$ cat src/rtl/serial_link_pkg.sv
// Shared FSM states and width helper for serial_link.
// SERIAL_LINK_PARITY_EN adds the PARITY state to both FSMs.
package serial_link_pkg;

`ifdef SERIAL_LINK_PARITY_EN
  typedef enum logic [2:0] {
    ST_IDLE,
    ST_START,
    ST_DATA,
    ST_PARITY,
    ST_STOP
  } link_state_t;
`else
  typedef enum logic [1:0] {
    ST_IDLE,
    ST_START,
    ST_DATA,
    ST_STOP
  } link_state_t;
`endif

  // Never returns zero so every counter keeps at least one bit.
  function automatic int clog2(input int v);
    int r;
    r = 1;
    while ((1 << r) < v) r++;
    return r;
  endfunction

endpackage

$ cat src/rtl/serial_link_fifo.sv
// Power-of-two FIFO with combinational head; push on full
// is accepted only alongside a pop.
module serial_link_fifo
  import serial_link_pkg::*;
#(
  parameter int DATA_W     = 8,
  parameter int FIFO_DEPTH = 16
) (
  input  logic              clk,
  input  logic              reset,
  input  logic              push,
  input  logic [DATA_W-1:0] wdata,
  input  logic              pop,
  output logic [DATA_W-1:0] rdata,
  output logic              empty,
  output logic              full
);

  localparam int AW = clog2(FIFO_DEPTH);
  localparam logic [AW:0] DEPTH = FIFO_DEPTH[AW:0];
  localparam logic [AW:0] CNT_ONE = 1;
  localparam logic [AW-1:0] PTR_ONE = 1;

  logic [DATA_W-1:0] mem [FIFO_DEPTH];
  logic [AW-1:0]     wptr;
  logic [AW-1:0]     rptr;
  logic [AW:0]       count;
  logic              do_push;
  logic              do_pop;

  assign empty   = (count == '0);
  assign full    = (count == DEPTH);
  assign do_pop  = pop && !empty;
  assign do_push = push && (!full || do_pop);
  assign rdata   = mem[rptr];

  always_ff @(posedge clk) begin
    if (do_push) mem[wptr] <= wdata;
  end

  always_ff @(posedge clk) begin
    if (!reset) begin
      wptr  <= '0;
      rptr  <= '0;
      count <= '0;
    end else begin
      if (do_push) wptr <= wptr + PTR_ONE;
      if (do_pop) rptr <= rptr + PTR_ONE;
      unique case (1'b1)
        do_push && !do_pop: count <= count + CNT_ONE;
        do_pop && !do_push: count <= count - CNT_ONE;
        default: ;
      endcase
    end
  end

endmodule

$ cat src/rtl/serial_link.sv
// Buffered UART: RX/TX FSMs, each side behind a FIFO.
// Define SERIAL_LINK_PARITY_EN for an even-parity bit and parity_err.
module serial_link
  import serial_link_pkg::*;
#(
  parameter int DATA_W     = 8,
  parameter int CLK_HZ     = 50000000,
  parameter int BAUD       = 115200,
  parameter int FIFO_DEPTH = 16
) (
  input  logic              CLOCK_50,
  input  logic              reset,
  input  logic              UART_RX,
  output logic              UART_TX,
  input  logic [DATA_W-1:0] in,
  input  logic              send_flag,
  input  logic              receive_flag,
  output logic [DATA_W-1:0] out,
  output logic              data_available,
  output logic              tx_full,
  output logic              rx_overrun,
  output logic              frame_err
`ifdef SERIAL_LINK_PARITY_EN
  ,
  output logic              parity_err
`endif
);

  localparam int DIV = CLK_HZ / BAUD;
  localparam int CW  = clog2(DIV);
  localparam int BW  = clog2(DATA_W);
  localparam logic [CW-1:0] CNT_END = CW'(DIV - 1);
  localparam logic [CW-1:0] CNT_MID = CW'(DIV / 2 - 1);
  localparam logic [CW-1:0] CNT_ONE = 1;
  localparam logic [BW-1:0] BIT_END = BW'(DATA_W - 1);
  localparam logic [BW-1:0] BIT_ONE = 1;

  logic              rx_s1;
  logic              rx_s2;
  logic              rf_q;
  logic              sf_q;
  logic              rf_rise;
  logic              sf_rise;
  link_state_t       rx_st;
  link_state_t       tx_st;
  logic [CW-1:0]     rx_cnt;
  logic [CW-1:0]     tx_cnt;
  logic [BW-1:0]     rx_bit;
  logic [BW-1:0]     tx_bit;
  logic [DATA_W-1:0] rx_sh;
  logic [DATA_W-1:0] tx_sh;
  logic [DATA_W-1:0] hold;
  logic [DATA_W-1:0] rx_head;
  logic [DATA_W-1:0] tx_head;
  logic              rx_push;
  logic              rx_pop;
  logic              tx_pop;
  logic              rx_empty;
  logic              rx_full;
  logic              tx_empty;
  logic              tx_line;
  logic              rx_ok;
`ifdef SERIAL_LINK_PARITY_EN
  logic              rx_par_bad;
  logic              tx_par;

  assign rx_ok = rx_s2 && !rx_par_bad;
`else
  assign rx_ok = rx_s2;
`endif

  assign rf_rise        = receive_flag && !rf_q;
  assign sf_rise        = send_flag && !sf_q;
  assign rx_pop         = rf_rise && !rx_empty;
  assign out            = receive_flag ? hold : '0;
  assign data_available = !rx_empty;
  assign UART_TX        = tx_line;

  // Next frame loads straight out of STOP so frames run back to back.
  assign tx_pop = !tx_empty && (tx_st == ST_IDLE ||
                  (tx_st == ST_STOP && tx_cnt == CNT_END));

  always_ff @(posedge CLOCK_50) begin
    rf_q <= receive_flag;
    sf_q <= send_flag;
    if (!reset) begin
      rx_s1 <= 1'b1;
      rx_s2 <= 1'b1;
      hold  <= '0;
    end else begin
      rx_s1 <= UART_RX;
      rx_s2 <= rx_s1;
      if (rx_pop) hold <= rx_head;
    end
  end

  always_ff @(posedge CLOCK_50) begin
    if (!reset) begin
      rx_st      <= ST_IDLE;
      rx_cnt     <= '0;
      rx_bit     <= '0;
      rx_sh      <= '0;
      rx_push    <= 1'b0;
      rx_overrun <= 1'b0;
      frame_err  <= 1'b0;
`ifdef SERIAL_LINK_PARITY_EN
      rx_par_bad <= 1'b0;
      parity_err <= 1'b0;
`endif
    end else begin
      rx_push <= 1'b0;
      if (rf_rise) begin
        rx_overrun <= 1'b0;
        frame_err  <= 1'b0;
`ifdef SERIAL_LINK_PARITY_EN
        parity_err <= 1'b0;
`endif
      end
      if (rx_push && rx_full && !rx_pop) rx_overrun <= 1'b1;
      unique case (rx_st)
        ST_IDLE: begin
          if (!rx_s2) begin
            rx_st  <= ST_START;
            rx_cnt <= '0;
          end
        end
        ST_START: begin
          if (rx_cnt == CNT_MID) begin
            rx_cnt <= '0;
            rx_bit <= '0;
            rx_st  <= rx_s2 ? ST_IDLE : ST_DATA;
`ifdef SERIAL_LINK_PARITY_EN
            rx_par_bad <= 1'b0;
`endif
          end else begin
            rx_cnt <= rx_cnt + CNT_ONE;
          end
        end
        ST_DATA: begin
          if (rx_cnt == CNT_END) begin
            rx_cnt <= '0;
            rx_sh  <= {rx_s2, rx_sh[DATA_W-1:1]};
            rx_bit <= rx_bit + BIT_ONE;
            if (rx_bit == BIT_END) begin
`ifdef SERIAL_LINK_PARITY_EN
              rx_st <= ST_PARITY;
`else
              rx_st <= ST_STOP;
`endif
            end
          end else begin
            rx_cnt <= rx_cnt + CNT_ONE;
          end
        end
`ifdef SERIAL_LINK_PARITY_EN
        ST_PARITY: begin
          if (rx_cnt == CNT_END) begin
            rx_cnt <= '0;
            rx_st  <= ST_STOP;
            if (rx_s2 != ^rx_sh) begin
              rx_par_bad <= 1'b1;
              parity_err <= 1'b1;
            end
          end else begin
            rx_cnt <= rx_cnt + CNT_ONE;
          end
        end
`endif
        ST_STOP: begin
          if (rx_cnt == CNT_END) begin
            rx_cnt <= '0;
            rx_st  <= ST_IDLE;
            if (rx_ok) rx_push <= 1'b1;
            if (!rx_s2) frame_err <= 1'b1;
          end else begin
            rx_cnt <= rx_cnt + CNT_ONE;
          end
        end
        default: rx_st <= ST_IDLE;
      endcase
    end
  end

  always_ff @(posedge CLOCK_50) begin
    if (!reset) begin
      tx_st   <= ST_IDLE;
      tx_cnt  <= '0;
      tx_bit  <= '0;
      tx_sh   <= '0;
      tx_line <= 1'b1;
`ifdef SERIAL_LINK_PARITY_EN
      tx_par  <= 1'b0;
`endif
    end else if (tx_pop) begin
      tx_st   <= ST_START;
      tx_cnt  <= '0;
      tx_sh   <= tx_head;
      tx_line <= 1'b0;
`ifdef SERIAL_LINK_PARITY_EN
      tx_par  <= ^tx_head;
`endif
    end else begin
      unique case (tx_st)
        ST_IDLE: tx_line <= 1'b1;
        ST_START: begin
          if (tx_cnt == CNT_END) begin
            tx_cnt  <= '0;
            tx_bit  <= '0;
            tx_st   <= ST_DATA;
            tx_line <= tx_sh[0];
          end else begin
            tx_cnt <= tx_cnt + CNT_ONE;
          end
        end
        ST_DATA: begin
          if (tx_cnt == CNT_END) begin
            tx_cnt <= '0;
            tx_bit <= tx_bit + BIT_ONE;
            tx_sh  <= tx_sh >> 1;
            if (tx_bit == BIT_END) begin
`ifdef SERIAL_LINK_PARITY_EN
              tx_st   <= ST_PARITY;
              tx_line <= tx_par;
`else
              tx_st   <= ST_STOP;
              tx_line <= 1'b1;
`endif
            end else begin
              tx_line <= tx_sh[1];
            end
          end else begin
            tx_cnt <= tx_cnt + CNT_ONE;
          end
        end
`ifdef SERIAL_LINK_PARITY_EN
        ST_PARITY: begin
          if (tx_cnt == CNT_END) begin
            tx_cnt  <= '0;
            tx_st   <= ST_STOP;
            tx_line <= 1'b1;
          end else begin
            tx_cnt <= tx_cnt + CNT_ONE;
          end
        end
`endif
        ST_STOP: begin
          if (tx_cnt == CNT_END) begin
            tx_cnt <= '0;
            tx_st  <= ST_IDLE;
          end else begin
            tx_cnt <= tx_cnt + CNT_ONE;
          end
        end
        default: tx_st <= ST_IDLE;
      endcase
    end
  end

  serial_link_fifo #(
    .DATA_W    (DATA_W),
    .FIFO_DEPTH(FIFO_DEPTH)
  ) u_rx_fifo (
    .clk  (CLOCK_50),
    .reset(reset),
    .push (rx_push),
    .wdata(rx_sh),
    .pop  (rx_pop),
    .rdata(rx_head),
    .empty(rx_empty),
    .full (rx_full)
  );

  serial_link_fifo #(
    .DATA_W    (DATA_W),
    .FIFO_DEPTH(FIFO_DEPTH)
  ) u_tx_fifo (
    .clk  (CLOCK_50),
    .reset(reset),
    .push (sf_rise),
    .wdata(in),
    .pop  (tx_pop),
    .rdata(tx_head),
    .empty(tx_empty),
    .full (tx_full)
  );

endmodule

$ cat config.mk
export PLATFORM = sky130hd
export DESIGN_NAME = serial_link
export DESIGN_NICKNAME = d
export VERILOG_FILES = /design/src/rtl/serial_link_pkg.sv /design/src/rtl/serial_link_fifo.sv /design/src/rtl/serial_link.sv
export SDC_FILE = /design/constraint.sdc
export NUM_CORES = 1
export LEC_CHECK = 0
export BUFFER_PORTS_ARGS = -buffer_cell sky130_fd_sc_hd__buf_2
export CORE_MARGIN = 4
export CORE_UTILIZATION = 55
export DETAILED_ROUTE_END_ITERATION = 10
export PLACE_DENSITY = 0.75
export RECOVER_POWER = 100
export SYNTH_ARGS = -nofsm -noshare
export SYNTH_HDL_FRONTEND = slang
export SYNTH_SLANG_ARGS = --single-unit
$ cat constraint.sdc
create_clock -name CLOCK_50 -period 4.05 [get_ports CLOCK_50]
set_clock_uncertainty 0.15 [all_clocks]
set_input_delay 0.2025 -clock CLOCK_50 [delete_from_list [all_inputs] [get_ports CLOCK_50]]
set_output_delay 0.2025 -clock CLOCK_50 [all_outputs]
set_load 0.02 [all_outputs]
==> key figures, run 1 <==
Global route
  – Grt ovf: 0
  – Initial antenna violation count: 0
  – Gr usage total: 19.59%
  – Largest net degree at the start of global routing: 55
  – Vias in the first global route: 7998
  – Global-route wire length before repair: 43.95 mm

Pwr
  – Net switching power: 2.188 mW
  – Combinational cell fraction of total power: 15.2%
  – Switching Fraction: 25.90%
  – Sequential Power Share: 48.0%
  – Clock Power Share: 36.8%
  – VDD IR-drop max: 0.4284 mV
  – P_int: 6.259 mW
  – PwrDens: 533.2 nW/um^2
  – Static Leakage: 5.195 nW

Detailed routing
  – Routed len/inst: 20.49 um
  – DR iter-0 viols: 642
  – WL final: 27.50 mm
  – Final ANT Viol Nets: 0
  – # DRC: 0
  – First drt pass iteration count: 5
  – Vias: 7966
  – Routed vias/inst: 5.936

Synthesis
  – Post-synth EDFFs: 256
  – Async set or reset register ratio after synthesis: 0%
  – Synth Net Count: 984
  – Synth Instances: 938
  – Seq cells post-synth: 346
  – Seq/Total Area, Yosys: 66.88%
  – Syn_area_per_cell: 15.13 um^2
  – YS warnings: 0
  – Synth cell types: 65
  – Ys flop type: edfxtp_1
  – Syn Std Cell Area: 14190 um^2

Timing
  – Period utilization: 83.76%
  – Setup TNS: 0 ns
  – Rel. slew slack: -10.30%
  – Fin. Hold Viols: 0
  – Slew @ Worst Pin: 1.652 ns
  – Max Freq: 294.8 MHz
  – RSZ-0062 raised after global routing: false
  – Final setup viols: 0
  – Tmin final: 3.392 ns
  – Final Slew Violations: 38

Floorplan
  – Standard-cell rows: 58
  – Die H: 168.6 um
  – Initial Util: 56.18%
  – Die width: 168.6 um
  – IO Count: 26
  – Core ar.: 25250 um^2
  – Die Area: 28430 um^2

Placement
  – DP Wirelength: 17.25 mm
  – PortBufs: 25
  – Gp weighted congestion: 0.8466

Cells and area
  – Filler Cells Inserted: 1801
  – Commonest non-fill, non-tap cell in the layout: edfxtp_1
  – Fin util: 62.73%
  – Area delta synth->final: 11.65%
  – Layout cells sized above 1: 13.44%
  – Antenna fix cells: 0
  – Most frequent cells in the layout: edfxtp_1 (256), nor2_1 (98), dfxtp_1 (89)
  – Multi-input logic area: 4419 um^2
  – Reg area: 9490 um^2
  – Fin nets: 1033

Critical path
  – Critical Path RT: 4.34 ns
  – CP arrival: 3.68 ns
  – Max FO, Critical Path: 14
  – Critical Path Start Type: flip-flop
  – Critical path class: flip-flop to flip-flop
  – Crit end category: flip-flop

CTS
  – Clock buffer count from CTS: 36
  – Clock Latency Late Sink: 0.52 ns
  – Clock transition at path regs: 0.06 ns
  – CTS tree: built
  – Maximum clock insertion buffer count: 3
  – Post-CTS Setup Repair Bufs: 0
  – Clk Tree Root Cell: clkbuf_16
  – CTS Sinks: 346
  – CTS H-tree depth: 2

Job
  – Max-Cap Viols: 2

Min path
  – Min-delay worst type: primary input to flip-flop

Status
  – Failing checks: max-capacitance violations, max-slew violations
  – Status: complete, but fails checks
## logic make-up (layout without fill, tap and decap cells)
family	count (synthesis)	in the layout	synth area share (%)
buf+inv	67	141	1.843
flops	346	346	66.88
compound gates	113	113	5.644
xor+xnor	26	26	1.605
mux	90	90	12.04
fa+ha+maj	33	33	3.016
simple gates	263	263	8.977
## metal layers
| layer | global-route usage [%] | up-vias | routed length (um) |
|---|---|---|---|
| met1 | 28.00 | 3971 | 11800 |
| met4 | 4.834 | 0 | 445 |
| li1 | - | 3709 | - |
| met5 | 0 | - | 0 |
| met2 | 31.50 | 246 | 13440 |
| met3 | 3.923 | 40 | 1809 |
## cells in the mapped netlist (all sizes together) (3+ instances only)
master,number,share of area [%]
edfxtp,256,54
nor2,98,2.6
dfxtp,90,13
mux4,64,10
nand2,50,1.3
clkbuf,34,0.90
ha,31,2.7
nand3,30,1.1
a21oi,22,0.78
inv,21,0.56
mux2i,21,1.5
a22o,18,1.1
o21ai,18,0.63
xnor2,13,0.80
xor2,13,0.80
buf,12,0.39
nand4,12,0.53
nor3,12,0.42
nor2b,11,0.49
nand2b,10,0.44
o22ai,10,0.48
a211oi,9,0.48
and2,9,0.40
a311oi,5,0.31
and3,5,0.22
mux2,5,0.40
a31oi,4,0.18
or3,4,0.18
a211o,3,0.19
a21o,3,0.16
nor3b,3,0.16
o31ai,3,0.16
or4b,3,0.24
## worst paths after layout
path / from / end / slack (ns) / cells past startpoint
worst max register to register: u_rx_fifo.count[0] / u_rx_fifo.count[4] / 0.66 / 10
worst min register to register: rx_s1 / rx_ok / 0.27 / 1
worst min-delay path: reset / UART_TX / 0.02 / 3
worst max-delay path: u_rx_fifo.count[0] / u_rx_fifo.count[4] / 0.66 / 10
## power groups by stage
stage / sequential [mW] / clock (mW) / combinational, mW
final: 4.06 / 3.11 / 1.28
after global routing: 4.08 / 3.31 / 1.42
after CTS: 4.06 / 3.15 / 1.31
after detailed placement: 4.13 / 0 / 1.29
after global placement: 4.13 / 0 / 1.26
after floorplan: 4.03 / 0 / 1.04
## layout make-up
class | count | share of cell area (%)
Clock buffer | 44 | 5.876
Multi-Input combinational cell | 525 | 27.90
Inverter | 21 | 0.4976
Timing Repair Buffer | 57 | 2.093
Sequential cell | 346 | 59.91
Clock inverter | 19 | 1.122
Tap cell | 330 | 2.606
## timing repair
action | CTS | global route
hold buffers | 11 | 0
endpoints found under the hold margin | 132 | 0
resized for setup | 0 | 0
## sequential cells by signal, summed over array words and instances, names as in the netlist, 2 cells and up, named ones only
register,cells
u_rx_fifo.count,5
tx_sh,8
hold,8
u_tx_fifo.count,5
u_rx_fifo.mem,128
tx_bit,3
u_tx_fifo.rptr,4
u_tx_fifo.mem,128
rx_sh,8
rx_bit,3
u_rx_fifo.rptr,4
u_rx_fifo.wptr,4
tx_st,2
u_tx_fifo.wptr,4
tx_cnt,9
rx_cnt,9
## worst max-delay path, cell delays in order (launching register included)
cell and delay (ns):
dfxtp_1 0.35, nor4_1 0.58, a21oi_1 0.14, clkbuf_1 0.31, ha_1 0.39, fa_1 0.48
a21o_1 0.20, a21oi_1 0.16, xor2_1 0.09, or3_1 0.31, a21oi_1 0.14
## per-stage QoR
step / setup slack, ns / cells / power (mW) / cell area [um^2] / hold slack, ns
floorplan: 0.9646 / 938 / 5.071 / 14190 / 0.08022
global placement: 0.9135 / 1268 / 5.395 / 14720 / 0.1791
global route: 0.3631 / 1342 / 8.815 / 15840 / 0.04757
CTS: 0.8473 / 1342 / 8.527 / 15940 / 0.01210
finish: 0.6576 / 1342 / 8.447 / 15840 / 0.01964
detailed placement: 0.8692 / 1268 / 5.425 / 14720 / 0.1873
No activity file was read; power rests on OpenSTA's default activity.
==> run 2: changes to the inputs <==
--- a/config.mk
+++ b/config.mk
@@ -9,7 +9,7 @@
 export CORE_MARGIN = 4
 export CORE_UTILIZATION = 55
 export DETAILED_ROUTE_END_ITERATION = 10
-export PLACE_DENSITY = 0.75
+export PLACE_DENSITY = 0.78
 export RECOVER_POWER = 100
 export SYNTH_ARGS = -nofsm -noshare
 export SYNTH_HDL_FRONTEND = slang
==> constraint.sdc (replaced) <==
create_clock -name CLOCK_50 -period 3 [get_ports CLOCK_50]
set_clock_uncertainty 0.15 [all_clocks]
set_input_delay 0.15 -clock CLOCK_50 [delete_from_list [all_inputs] [get_ports CLOCK_50]]
set_output_delay 0.15 -clock CLOCK_50 [all_outputs]
set_load 0.02 [all_outputs]
==> key figures, run 2 (same netlist as run 1, synthesis figures left out) <==
Floorplan
  – Die Area: 28430 um^2
  – Initial Util: 56.18%
  – Standard-cell rows: 58
  – Die H: 168.6 um
  – Die width: 168.6 um
  – Core ar.: 25250 um^2
  – IO Count: 26

Detailed routing
  – Routed len/inst: 19.84 um
  – Final ANT Viol Nets: 0
  – # DRC: 0
  – First drt pass iteration count: 6
  – Routed vias/inst: 5.893
  – DR iter-0 viols: 604
  – WL final: 27.00 mm
  – Vias: 8020

Placement
  – DP Wirelength: 16.96 mm
  – PortBufs: 25
  – Cells after DPL: 1284
  – Gp weighted congestion: 0.7839
  – Dpl ws: 0.1256 ns
  – Dpl cell area: 14860 um^2

CTS
  – Clock transition at path regs: 0.06 ns
  – Clock Latency Late Sink: 0.52 ns
  – CTS H-tree depth: 2
  – Post-CTS Setup Repair Bufs: 0
  – Clk Tree Root Cell: clkbuf_16
  – Clock buffer count from CTS: 36
  – CTS tree: built
  – Maximum clock insertion buffer count: 3
  – CTS Sinks: 346

Cells and area
  – Most frequent cells in the layout: edfxtp_1 (256), nor2_1 (97), dfxtp_1 (88)
  – Area delta synth->final: 12.16%
  – Commonest non-fill, non-tap cell in the layout: edfxtp_1
  – Antenna fix cells: 0
  – Biggest regs: u_rx_fifo.mem x128, u_tx_fifo.mem x128
  – Post-route design area: 15910 um^2
  – Fin nets: 1051
  – Layout Cells excl Fill: 1361
  – Filler Cells Inserted: 1809
  – Layout cells sized above 1: 13.09%
  – Reg area: 9492 um^2
  – Fin util: 63.02%
  – Multi-input logic area: 4441 um^2

Status
  – Status: complete, but fails checks
  – Failing checks: max-capacitance violations, max-slew violations

Timing
  – Final WS setup: 0.2001 ns
  – RSZ-0062 raised after global routing: false
  – Max Freq: 357.2 MHz
  – Final setup viols: 0
  – Period utilization: 93.33%
  – Setup TNS: 0 ns
  – Rel. slew slack: -4.865%
  – Fin. Hold Viols: 0
  – Slew @ Worst Pin: 1.573 ns
  – Final Slew Violations: 36
  – Tmin final: 2.800 ns

Pwr
  – Combinational cell fraction of total power: 16.4%
  – Static Leakage: 5.214 nW
  – Sequential Power Share: 47.8%
  – PwrDens: 707.6 nW/um^2
  – VDD IR-drop max: 0.5741 mV
  – Net switching power: 2.889 mW
  – Clock Power Share: 35.7%
  – P_int: 8.372 mW
  – Switching Fraction: 25.66%

Global route
  – Global-route wire length before repair: 43.99 mm
  – Initial antenna violation count: 0
  – Gr usage total: 19.43%
  – Largest net degree at the start of global routing: 36
  – Grt ovf: 0
  – Vias in the first global route: 8171

Critical path
  – Crit end category: flip-flop
  – Critical path class: flip-flop to flip-flop
  – Max FO, Critical Path: 8
  – Critical Path Start Type: flip-flop
  – Critical Path RT: 2.97 ns
  – CP arrival: 2.77 ns

Min path
  – Min-delay worst type: primary input to flip-flop

Job
  – Max-Cap Viols: 1
## run 2: cell types whose count changed in the layout (fill, tap and decap cells not counted), moves of 2 or more
cell | previous run | this run
clkbuf_1 | 41 | 58
clkinv_1 | 6 | 11
and2_0 | 3 | 0
and2_1 | 6 | 9
buf_2 | 5 | 3
dlygate4sd3_1 | 11 | 13
## run 2: worst paths after layout
path	from	to	slack, ns	cells after the start
worst max-delay path	tx_cnt[2]	u_tx_fifo.mem[14][2]	0.20	6
worst min-delay path	send_flag	sf_q	0.20	2
worst max register to register	tx_cnt[2]	u_tx_fifo.mem[14][2]	0.20	6
worst min register to register	rx_s1	rx_ok	0.27	1
## run 2: metal layers
metal | GRT usage, % | vias up | wire, um
li1 | - | 3745 | -
met1 | 27.04 | 4026 | 11690
met2 | 32.37 | 205 | 13430
met3 | 3.293 | 44 | 1398
met4 | 5.046 | 0 | 481
met5 | 0 | - | 0
## run 2: area by class of cell
cell class,instances,share of cell area (%)
inverter,21,0.4953
timing repair buffer,75,2.681
clock inverter,19,0.8098
clock buffer,45,5.873
sequential,346,59.64
tap,330,2.595
multi-input combinational,525,27.90
## run 2: critical path: stages (launching register included)
cell and delay [ns]:
dfxtp_1 0.35, nor4b_1 0.36, buf_4 0.20, a31oi_1 0.12, a21oi_1 0.34, nand2_1 0.22, nor2_1 0.67
## run 2: power by group through the flow
| stage | sequential [mW] | combinational, mW | clock, mW |
|---|---|---|---|
| 6_report | 5.39 | 1.85 | 4.02 |
| 5_1_grt | 5.40 | 2.05 | 4.31 |
| 4_1_cts | 5.38 | 1.90 | 4.10 |
| 3_5_place_dp | 5.48 | 1.87 | 0 |
| 3_3_place_gp | 5.47 | 1.84 | 0 |
| 2_1_floorplan | 5.44 | 1.41 | 0 |
## run 2: stage by stage
stage               hold WS, ns  total power [mW]
global placement         0.1277             7.315
CTS                      0.1332             11.38
global route             0.1950             11.76
floorplan               0.02772             6.845
finish                   0.1951             11.26
detailed placement       0.1354             7.347
## run 2: what timing repair did
item / 4_1_cts / 5_1_grt
setup endpoints to repair: 0 / 10
hold buffers: 13 / 0
resized for setup: 0 / 4
endpoints found under the hold margin: 152 / 0
==> run 3: changes to the inputs <==
--- a/config.mk
+++ b/config.mk
@@ -11,6 +11,7 @@
 export DETAILED_ROUTE_END_ITERATION = 10
 export PLACE_DENSITY = 0.78
 export RECOVER_POWER = 100
+export SKIP_CTS_REPAIR_TIMING = 1
 export SYNTH_ARGS = -nofsm -noshare
 export SYNTH_HDL_FRONTEND = slang
 export SYNTH_SLANG_ARGS = --single-unit
==> constraint.sdc (replaced) <==
create_clock -name CLOCK_50 -period 2.2 [get_ports CLOCK_50]
set_clock_uncertainty 0.15 [all_clocks]
set_input_delay 0.11 -clock CLOCK_50 [delete_from_list [all_inputs] [get_ports CLOCK_50]]
set_output_delay 0.11 -clock CLOCK_50 [all_outputs]
set_load 0.02 [all_outputs]
==> key figures, run 3 (same netlist as run 1, synthesis figures left out) <==
CTS
  – Clk Tree Root Cell: clkbuf_16
  – Clock buffer count from CTS: 35
  – Clock Latency Late Sink: 0.52 ns
  – CTS tree: built
  – Maximum clock insertion buffer count: 3
  – Clock transition at path regs: 0.06 ns
  – CTS H-tree depth: 2
  – CTS Sinks: 346

Floorplan
  – Die width: 168.6 um
  – Core ar.: 25250 um^2
  – Die Area: 28430 um^2
  – IO Count: 26
  – Die H: 168.6 um
  – Standard-cell rows: 58
  – Initial Util: 56.18%

Detailed routing
  – First drt pass iteration count: 5
  – Routed len/inst: 21.25 um
  – WL final: 30.43 mm
  – DR iter-0 viols: 758
  – # DRC: 0
  – Final ANT Viol Nets: 0
  – Routed vias/inst: 5.948
  – Vias: 8517

Timing
  – Final setup viols: 133
  – Final Slew Violations: 0
  – Setup TNS: -8.384 ns
  – Rel. slew slack: 25.91%
  – Hold WS: 0.1853 ns
  – Tmin final: 2.495 ns
  – Period utilization: 113.4%
  – Max Freq: 400.8 MHz
  – Slew @ Worst Pin: 1.111 ns
  – RSZ-0062 raised after global routing: true
  – Final WS setup: -0.2948 ns
  – Fin. Hold Viols: 0

Critical path
  – Critical Path RT: 2.50 ns
  – CP endpoint: u_rx_fifo.count[4]
  – Critical Path Start Type: flip-flop
  – Reg-to-reg slack, setup: -0.29 ns
  – Critical path class: flip-flop to flip-flop
  – Reg2reg end: u_rx_fifo.count[4]
  – Critical Path Start: u_rx_fifo.count[1]
  – FF-to-FF Start: u_rx_fifo.count[1]
  – CP arrival: 2.79 ns
  – R2R depth: 9
  – Max FO, Critical Path: 5
  – Slowest stage cell, crit path: nor4_4
  – CP Cell Sequence: nor4_4 > a21oi_2 > ha_4 > fa_2 > a21o_1 > a21oi_2 > xor2_1 > or3_1 > a21oi_1
  – Crit end category: flip-flop
  – Critical Path Most Common Cell: a21oi_2
  – CP peak stage delay: 0.36 ns

Global route
  – Gr usage total: 20.90%
  – Initial antenna violation count: 0
  – Global-route wire length before repair: 46.95 mm
  – Vias in the first global route: 8685
  – Grt ovf: 0
  – Largest net degree at the start of global routing: 36

Min path
  – Hold path startpoint: send_flag
  – Worst Hold Depth: 2
  – Min-delay worst type: primary input to flip-flop

Job
  – Max-Cap Viols: 0

Placement
  – Gp weighted congestion: 0.7912
  – DP Wirelength: 18.60 mm
  – PortBufs: 25
  – Cells after DPL: 1348
  – Dpl cell area: 15820 um^2

Cells and area
  – Fin nets: 1124
  – Post-route design area: 17290 um^2
  – Antenna fix cells: 0
  – Filler Cells Inserted: 1617
  – Most frequent cells in the layout: edfxtp_1 (256), dfxtp_1 (82), buf_4 (78)
  – Biggest regs: u_rx_fifo.mem x128, u_tx_fifo.mem x128
  – Layout cells sized above 1: 27.95%
  – Commonest non-fill, non-tap cell in the layout: edfxtp_1
  – Area delta synth->final: 21.89%
  – Layout Cells excl Fill: 1432

Pwr
  – Static Leakage: 5.827 nW
  – Power, Total: 16.42 mW
  – PwrDens: 949.6 nW/um^2
  – VDD IR-drop max: 0.7155 mV

Status
  – Failing checks: negative setup slack
  – Status: complete, but fails checks
==> run 3: cell types whose count changed in the layout (fill, tap and decap cells not counted), moves of 5 or more <==
cell	previous run	this run
a21oi_1	22	15
a21oi_2	0	6
buf_12	2	22
buf_4	7	78
buf_6	0	11
clkbuf_1	58	33
clkinv_1	11	5
dfxtp_1	88	82
dfxtp_2	2	7
ha_1	31	25
ha_4	0	5
nor2_1	97	77
nor2_2	1	10
nor2_4	0	11
==> run 3: layer usage <==
metal  track usage (%)  up-vias  routed length [um]
li1                  -     3888                   -
met1             28.34     4305               12520
met2             35.27      265               15540
met3             3.643       59                1595
met4             5.963        0                 771
met5                 0        -                   0
==> run 3: how the worst min path moves through the flow <==
stage | slack [ns] | to
2_1_floorplan | -0.01 | rf_q
3_3_place_gp | 0.10 | sf_q
3_5_place_dp | 0.11 | sf_q
4_1_cts | -0.43 | sf_q
5_1_grt | 0.16 | sf_q
6_report | 0.19 | sf_q
==> run 3: stage by stage <==
stage | worst slack [ns] | utilization, %
after floorplan | -0.3334 | -
after global placement | -0.2635 | 62.63
after detailed placement | -0.3309 | 62.63
after CTS | -0.3414 | 66.79
after global routing | -0.3874 | 68.48
final | -0.2948 | 68.48
==> run 3: cell type report <==
cell class	count	area (um^2)	share of cell area [%]
sequential	346	9502	54.94
clock buffer	47	942.2	5.448
inverter	21	81.33	0.4703
timing repair buffer	149	1383	7.995
clock inverter	14	106.4	0.6150
multi-input combinational	525	4867	28.14
tap	330	412.9	2.387
==> run 3: worst max-delay path: cells and delay by family, from the launching register on <==
family | cells | cell delay, ns
xor+xnor | 1 | 0.10
flops | 1 | 0.33
fa+ha+maj | 2 | 0.57
simple gates | 2 | 0.69
compound gates | 4 | 0.59
==> run 3: report_power, final <==
| part | total (mW) | leakage, nW | internal, mW | switching [mW] |
|---|---|---|---|---|
| Sequential | 7.32 | 3.07 | 7.16 | 0.157 |
| Clock | 5.43 | 0.505 | 3.04 | 2.39 |
| Combinational | 3.67 | 2.25 | 1.83 | 1.84 |
| Total | 16.4 | 5.83 | 12.0 | 4.38 |
